## src/rtl/poly_tone_synth.sv

```systemverilog
// Polyphonic square-wave synth: 12 keys, VOICES sticky voices with release envelopes, amplitude mix and PWM.
// Latency: key -> keys_q 1 clk, voice busy +1, tone after one half-period, mix/pwm +1 each; no backpressure.
module poly_tone_synth #(
    parameter int VOICES       = 4,
    parameter int CNT_W        = 16,
    parameter int OCT_W        = 3,
    parameter int RELEASE_STEP = 1024,
    localparam int MIX_W       = 4 + $clog2(VOICES)
) (
    input  logic              clk,
    input  logic              rst_n,
    input  logic              ena,
    input  logic [11:0]       keys,
    input  logic [OCT_W-1:0]  octave,
    output logic [VOICES-1:0] voice_tone,
    output logic [VOICES-1:0] voice_busy,
    output logic [MIX_W-1:0]  mix,
    output logic              pwm_out
);

    localparam int VW    = (VOICES > 1) ? $clog2(VOICES) : 1;
    localparam int PRE_W = (RELEASE_STEP > 1) ? $clog2(RELEASE_STEP) : 1;

    localparam logic [1:0] ST_IDLE   = 2'd0;
    localparam logic [1:0] ST_ACTIVE = 2'd1;
    localparam logic [1:0] ST_REL    = 2'd2;

    function automatic logic [15:0] note_div(input logic [3:0] k);
        case (k)
            4'd1:    note_div = 16'd18039;
            4'd2:    note_div = 16'd17026;
            4'd3:    note_div = 16'd16071;
            4'd4:    note_div = 16'd15169;
            4'd5:    note_div = 16'd14317;
            4'd6:    note_div = 16'd13514;
            4'd7:    note_div = 16'd12755;
            4'd8:    note_div = 16'd12039;
            4'd9:    note_div = 16'd11364;
            4'd10:   note_div = 16'd10726;
            4'd11:   note_div = 16'd10124;
            default: note_div = 16'd19111;
        endcase
    endfunction

    function automatic logic [CNT_W-1:0] half_period(input logic [3:0] k, input logic [OCT_W-1:0] o);
        logic [15:0] s;
        s = note_div(k) >> o;
        half_period = (s == 16'd0) ? CNT_W'(1) : CNT_W'(s);
    endfunction

    logic [11:0]       keys_q;
    logic [OCT_W-1:0]  octave_q;
    logic [1:0]        st_q   [VOICES];
    logic [1:0]        st_d   [VOICES];
    logic [3:0]        key_q  [VOICES];
    logic [3:0]        key_d  [VOICES];
    logic [3:0]        amp_q  [VOICES];
    logic [3:0]        amp_d  [VOICES];
    logic [CNT_W-1:0]  cnt_q  [VOICES];
    logic [CNT_W-1:0]  cnt_d  [VOICES];
    logic [PRE_W-1:0]  pre_q  [VOICES];
    logic [PRE_W-1:0]  pre_d  [VOICES];
    logic [CNT_W-1:0]  hp     [VOICES];
    logic [VOICES-1:0] tone_q, tone_d;
    logic [MIX_W-1:0]  mix_q, mix_d;
    logic [MIX_W-1:0]  pwm_cnt_q;
    logic              pwm_q;

    logic [11:0]       owned;
    logic              cand_vld, idle_vld, rel_vld, tgt_vld;
    logic [3:0]        cand;
    logic [VW-1:0]     idle_idx, rel_idx, tgt_idx;

    // Allocation: lowest free key onto lowest IDLE voice, else steal lowest RELEASE voice.
    always_comb begin
        owned    = '0;
        cand_vld = 1'b0;
        cand     = '0;
        idle_vld = 1'b0;
        idle_idx = '0;
        rel_vld  = 1'b0;
        rel_idx  = '0;
        for (int v = 0; v < VOICES; v++)
            if (st_q[v] != ST_IDLE) owned[key_q[v]] = 1'b1;
        for (int k = 11; k >= 0; k--)
            if (keys_q[k] && !owned[k]) begin
                cand_vld = 1'b1;
                cand     = 4'(k);
            end
        for (int v = VOICES - 1; v >= 0; v--) begin
            if (st_q[v] == ST_IDLE) begin
                idle_vld = 1'b1;
                idle_idx = VW'(v);
            end
            if (st_q[v] == ST_REL) begin
                rel_vld = 1'b1;
                rel_idx = VW'(v);
            end
        end
        tgt_vld = cand_vld && (idle_vld || rel_vld);
        tgt_idx = idle_vld ? idle_idx : rel_idx;
    end

    always_comb begin
        tone_d = tone_q;
        for (int v = 0; v < VOICES; v++) begin
            hp[v]    = half_period(key_q[v], octave_q);
            st_d[v]  = st_q[v];
            key_d[v] = key_q[v];
            amp_d[v] = amp_q[v];
            cnt_d[v] = cnt_q[v];
            pre_d[v] = pre_q[v];
            // >= rather than == so a shorter period after an octave change wraps at once.
            if (st_q[v] != ST_IDLE) begin
                if (cnt_q[v] >= hp[v] - CNT_W'(1)) begin
                    cnt_d[v]  = '0;
                    tone_d[v] = ~tone_q[v];
                end else begin
                    cnt_d[v] = cnt_q[v] + CNT_W'(1);
                end
            end
            case (st_q[v])
                ST_ACTIVE: begin
                    if (!keys_q[key_q[v]]) begin
                        st_d[v]  = ST_REL;
                        pre_d[v] = '0;
                    end
                end
                ST_REL: begin
                    if (keys_q[key_q[v]]) begin
                        st_d[v]  = ST_ACTIVE;
                        amp_d[v] = 4'd15;
                    end else if (pre_q[v] == PRE_W'(RELEASE_STEP - 1)) begin
                        pre_d[v] = '0;
                        if (amp_q[v] <= 4'd1) begin
                            st_d[v]   = ST_IDLE;
                            amp_d[v]  = '0;
                            cnt_d[v]  = '0;
                            tone_d[v] = 1'b0;
                        end else begin
                            amp_d[v] = amp_q[v] - 4'd1;
                        end
                    end else begin
                        pre_d[v] = pre_q[v] + PRE_W'(1);
                    end
                end
                default: ;
            endcase
            if (tgt_vld && tgt_idx == VW'(v)) begin
                st_d[v]   = ST_ACTIVE;
                key_d[v]  = cand;
                amp_d[v]  = 4'd15;
                cnt_d[v]  = '0;
                pre_d[v]  = '0;
                tone_d[v] = 1'b0;
            end
        end
    end

    always_comb begin
        mix_d = '0;
        for (int v = 0; v < VOICES; v++)
            if (tone_q[v]) mix_d = mix_d + MIX_W'(amp_q[v]);
    end

    always_ff @(posedge clk) begin
        if (!rst_n) begin
            keys_q    <= '0;
            octave_q  <= '0;
            tone_q    <= '0;
            mix_q     <= '0;
            pwm_cnt_q <= '0;
            pwm_q     <= 1'b0;
            for (int v = 0; v < VOICES; v++) begin
                st_q[v]  <= ST_IDLE;
                key_q[v] <= '0;
                amp_q[v] <= '0;
                cnt_q[v] <= '0;
                pre_q[v] <= '0;
            end
        end else begin
            keys_q    <= keys;
            octave_q  <= octave;
            tone_q    <= tone_d;
            mix_q     <= mix_d;
            pwm_cnt_q <= pwm_cnt_q + MIX_W'(1);
            pwm_q     <= (pwm_cnt_q < mix_q);
            for (int v = 0; v < VOICES; v++) begin
                st_q[v]  <= st_d[v];
                key_q[v] <= key_d[v];
                amp_q[v] <= amp_d[v];
                cnt_q[v] <= cnt_d[v];
                pre_q[v] <= pre_d[v];
            end
        end
    end

    always_comb begin
        for (int v = 0; v < VOICES; v++)
            voice_busy[v] = (st_q[v] != ST_IDLE);
    end

    assign voice_tone = ena ? (tone_q & voice_busy) : '0;
    assign mix        = ena ? mix_q : '0;
    assign pwm_out    = ena & pwm_q;

endmodule

```

## config.mk

```make
export PLATFORM = sky130hd
export DESIGN_NAME = poly_tone_synth
export DESIGN_NICKNAME = d
export VERILOG_FILES = /design/src/rtl/poly_tone_synth.sv
export SDC_FILE = /design/constraint.sdc
export NUM_CORES = 1
export LEC_CHECK = 0
export CAP_MARGIN = 15
export CORE_ASPECT_RATIO = 1.5
export CORE_MARGIN = 2
export CORE_UTILIZATION = 45
export CTS_CLUSTER_DIAMETER = 100
export DETAILED_ROUTE_END_ITERATION = 6
export SYNTH_ARGS = -nofsm -noshare
export SYNTH_HDL_FRONTEND = slang
export SYNTH_SLANG_ARGS = --single-unit
```

## constraint.sdc

```tcl
create_clock -name clk -period 11.7 [get_ports clk]
set_clock_uncertainty 0.1 [all_clocks]
set_input_delay 1.755 -clock clk [delete_from_list [all_inputs] [get_ports clk]]
set_output_delay 1.755 -clock clk [all_outputs]
set_load 0.03 [all_outputs]
```

After elaboration in Yosys (flattened, before gate mapping). Memory sizes are Yosys's and may differ from the RTL's. Cells that the tools add are included.

Flip-flop bits (word level): 32. Bits in writable memories: 144. Bits in read-only memories: 960. Input port bits: 18. Output and inout bits: 15. Word-level logic and storage cells: 368. Memories kept: 9.

Memory list: (name not given) (depth 16, width 15, read ports 1, clocked after memory_dff 0, wr ports 0, line 29) `case (k)`; (name not given) (depth 16, width 15, read ports 1, clocked after memory_dff 0, wr ports 0, line 29); (name not given) (depth 16, width 15, read ports 1, clocked after memory_dff 0, wr ports 0, line 29); (name not given) (depth 16, width 15, read ports 1, clocked after memory_dff 0, wr ports 0, line 29); cnt_q (depth 4, width 16, read ports 4, clocked after memory_dff 0, wr ports 4, line 59) `logic [CNT_W-1:0] cnt_q [VOICES];`; pre_q (depth 4, width 10, read ports 4, clocked after memory_dff 0, wr ports 4, line 61) `logic [PRE_W-1:0] pre_q [VOICES];`; +3 memories.

$add $sub $neg: 20. $lt $le $gt $ge: 17. Equality and inequality tests: 15. Shifts and indexed selects: 4. Muxes and demuxes: 213. Bitwise gates (word level): 30. Reductions and logical operators: 51.

Operators by type and width (number): 2-to-1 mux 16 bit (36); 2-to-1 mux 10 bit (20); 2-to-1 mux 4 bit (46); case mux 10 bit (2 select lines) (4); 2-to-1 mux 2 bit (33); adder 16 x 1 -> 16 bit (second input constant) (4); greater-or-equal comparator 16 bit (4); zero test 16 bit (4); >> shifter 16 x 3 -> 16 bit (4); subtractor 16 x 1 -> 16 bit (second input constant) (4); 2-to-1 mux 1 bit (54); 2-to-1 mux 12 bit (4); adder 10 x 1 -> 10 bit (second input constant) (4); == test 10 bit (second input constant) (4); bitwise OR 12 bit (3); 2-to-1 mux 6 bit (4); logical AND 1 bit (21); < comparator 4 x 5 -> 1 bit (second input constant) (4); bitwise OR 1 bit (20); adder 6 x 4 -> 6 bit (3); binary-select mux 1 bit (select 4 bit) (4); demux 1 bit (select 4 bit) (4); greater-or-equal comparator 4 x 1 -> 1 bit (second input constant) (4); <= comparator 4 x 1 -> 1 bit (second input constant) (4); other kinds (14) (54).

Depth between registers and ports, before layout. An unclocked memory read counts as a cell.

Word-level depth: 30. Gate-level depth with buffers: 23. Depth with buffers taken out: 20.

Worst setup path after synthesis. OpenSTA, ideal clock, no wires.

Path kind: flip-flop to flip-flop. Start point: memory key_q[2][0]. End point: memory cnt_q[2][10]. Setup time: 0.064 ns. Arrival time: 4.937 ns. Path slack: 6.599 ns. Stages on the path, launching flop included: 22. Path buffers: 2. Period minus slack after synthesis: 5.101 ns. Path through: dfxtp_1 -> clkbuf_1 -> inv_1 -> ha_1 -> mux2_2 -> a2111oi_0 -> a21oi_1 -> a21oi_1 -> ha_1 -> inv_1 -> a2111oi_0 -> nand4_1 -> xor2_1 -> ha_1 -> a21o_1 -> a21o_1 -> a21oi_1 -> o21ai_0 -> a22oi_1 -> o2111ai_1 -> buf_2 -> nor2_1.

RTL lines: start: declaration (line 55) `logic [3:0] key_q [VOICES];`; end: declaration (line 59).

==> results.yml <==
die:
  num_rows: 84
  start_util: 0.4544
  die_w_um: 157.5
  io_pins: 33
  die_height_um: 234.2
  coreArea_mm2: 0.03500
  die-area_mm2: 0.03689
critical_path:
  cp-start-kind: "flip-flop"
  worst-endpoint-arrival_ps: 6120
  worst-path-max-fanout: 15
  endpoint_kind: "flip-flop"
  worstSetupPathType: "reg2reg"
  crit_required_ps: 11980
  rrSetupSlack_ps: 5860
pwr:
  p_seq_frac: 0.268
  p_leak_uw: 0.006527
  pwr-share-clk: 0.203
  p_int_uw: 1542
  p_total_uw: 2892
  switchingPower_uw: 1350
  pwr-share-comb: 0.529
  worst_ir_drop_vdd_mv: 0.1174
  p_sw_frac: 0.4668
  cellPowerDensity_mw_per_mm2: 168.8
timing:
  holdWs_ps: 378.3
  period_share: 0.4994
  maxSlewViolCount: 0
  setup-tns-final_ps: 0
  setup_viol_count_final: 0
  max_slew_margin: 0.2691
  clock.fmax_ghz: 0.1711
  finalHoldViolCount: 0
  rsz0062_at_grt: "false"
  min_period_ps: 5843
  worst_pin_slew_ps: 1089
routing:
  drc: 0
  viasPerCell: 6.068
  vias: 14900
  routedWlPerCell_um: 19.12
  ant_nets: 0
  drtPass1Iterations: 5
  drt_iter0_drc: 994
  wirelength_mm: 46.96
global_routing:
  grt_pass1_vias: 14680
  grt_max_degree: 76
  grt_overflow: 0
  grt_usage: 0.2598
  antenna_found_initial: 1
  grt_first_pass_wirelength_mm: 76.29
yosys:
  syn_inst: 2011
  synth-seq-area-share: 0.2216
  syn_area_mm2: 0.01590
  ys_ff_latch: 176
  yosys_warnings: 0
  yosysUniqueCellTypes: 91
  syn_area_per_cell_um2: 7.908
  ys_top_cells_by_area: "dfxtp_1, ha_1, nor2_1"
  yosysTopAreaCell: "dfxtp_1"
  synth_edf_count: 0
  synth_top_cell_area_share: 0.2216
  synth_flop_cell: "dfxtp_1"
  synthArstFlopShare: 0
clocking:
  clk_pin_slew_worst_paths_ps: 80
  clock-sinks: 176
  clockRootBuffer: "clkbuf_16"
  cts_resized: 0
  postCtsSetupBuffers: 0
  clkLatencyLatePin_ps: 460
  cts_buffer_depth: 2
  cts_tree: "built"
  h-tree-depth: 4
  cts_inserted_buffers: 17
  hold_buffers: 0
placement:
  gp_congestion: 0.9267
  place_hpwl_mm: 35.10
  portBuffers: 32
  postPlaceCellArea_mm2: 0.01652
cells_and_area:
  fin_area_mm2: 0.01713
  antenna_cells: 0
  drive_gt1_frac: 0.07312
  synthToLayoutAreaGrowth_pct: 7.734
  layout.nets: 2137
flow_run:
  drv_cap: 0
hold_path:
  hold_path.class: "reg2reg"
status:
  status: "complete, no violations"
[kinds of logic (layout without fill, tap and decap cells)]
group           after synthesis  in the layout  share of synthesized area
simple gates                744            744                     0.2436
compound gates              536            536                     0.2314
buf+inv                     205            174                    0.04980
flops                       176            176                     0.2216
fa+ha+maj                   149            149                     0.1186
xor+xnor                    123            123                    0.06774
mux                          77             77                    0.06703
other cells                   1              4                  0.0002358
[placed cells by master (no fill, tap or decap), types with 30 or more instances in the layout]
cell	instances
dfxtp_1	173
nor2_1	166
nand2_1	147
ha_1	146
o21ai_0	110
a21oi_1	106
inv_1	82
xor2_1	68
nand3_1	59
nor3_1	57
xnor2_1	55
nand2b_1	51
and2_1	48
nor2b_1	41
nand4_1	38
a21o_1	36
o211ai_1	32
clkdlybuf4s50_1	31
mux2i_1	30
[sequential cells by signal (all words and copies together), names as in the netlist]
name       cells
mix_q          6
amp_q         16
key_q         16
pre_q         40
st_q           8
tone_q         4
pwm_q          1
pwm_cnt_q      6
keys_q        12
octave_q       3
cnt_q         64
[per-layer routing]
layer	vias to the layer above	GRT usage	wire length, um
li1	7299	-	-
met5	-	0	0
met2	412	0.4660	23330
met3	119	0.03419	1918
met4	0	0.1284	2276
met1	7073	0.3013	19440
[cells in the mapped netlist (all sizes together) (8+ instances only)]
cell / instances
nor2: 166
o21ai: 113
nor4: 15
and3: 29
o31ai: 12
o311ai: 8
o211ai: 34
or3: 12
clkbuf: 81
and2: 49
xnor2: 55
nand3: 59
nand4: 38
a221oi: 10
o22ai: 19
nand2: 147
mux4: 21
o21a: 20
xor2: 68
inv: 83
a22oi: 11
ha: 146
a221o: 8
nand3b: 15
buf: 37
a211oi: 22
mux2i: 30
mux2: 26
nor2b: 41
a31oi: 17
nand2b: 51
dfxtp: 176
nor3: 58
o221ai: 23
a21o: 36
nor3b: 10
or2: 20
a211o: 8
a21oi: 106
o32ai: 8
[worst max-delay path: stages, from the launching register on]
cell	delay, ps
dfxtp_1	700
inv_1	240
ha_1	470
nor3b_1	290
a31oi_1	100
mux4_2	520
a21boi_0	380
ha_1	240
inv_1	80
or4b_1	530
xor2_1	160
ha_1	180
a21o_1	150
a21o_1	160
a21oi_1	120
o21ai_0	120
a22oi_1	330
nand4_1	600
nor2_1	270
[power groups by stage]
stage	combinational (uW)	clock, uW	sequential (uW)
4_1_cts	1520	598	776
2_1_floorplan	1140	0	733
3_3_place_gp	1490	0	787
6_report	1530	587	776
5_1_grt	1690	620	788
3_5_place_dp	1510	0	790
[path summary, 6_finish.rpt]
kind                            depth (start not counted)      endpoint    startpoint
worst max-delay path                                   18  cnt_q[1][15]   key_q[1][1]
worst max register to register                         18  cnt_q[1][15]   key_q[1][1]
worst min register to register                          1  pwm_cnt_q[0]  pwm_cnt_q[0]
worst min-delay path                                    1  pwm_cnt_q[0]  pwm_cnt_q[0]
[stage by stage]
step | worst slack, ps | std cells | util
after floorplan | 6599 | 2014 | -
after detailed placement | 5613 | 2422 | 0.4720
after global placement | 5886 | 2422 | 0.4720
after CTS | 5635 | 2454 | 0.4889
after global routing | 5246 | 2456 | 0.4895
final | 5857 | 2456 | 0.4895
[final cells by class]
type | instances | area (um^2)
clock buffer | 17 | 425.4
clock inverter | 15 | 165.2
fill | 3449 | 17870
inverter | 87 | 326.6
multi-input combinational | 1633 | 11600
sequential | 176 | 3530
tap | 473 | 591.8
timing repair buffer | 55 | 495.5
No activity file was read; power rests on OpenSTA's default activity.
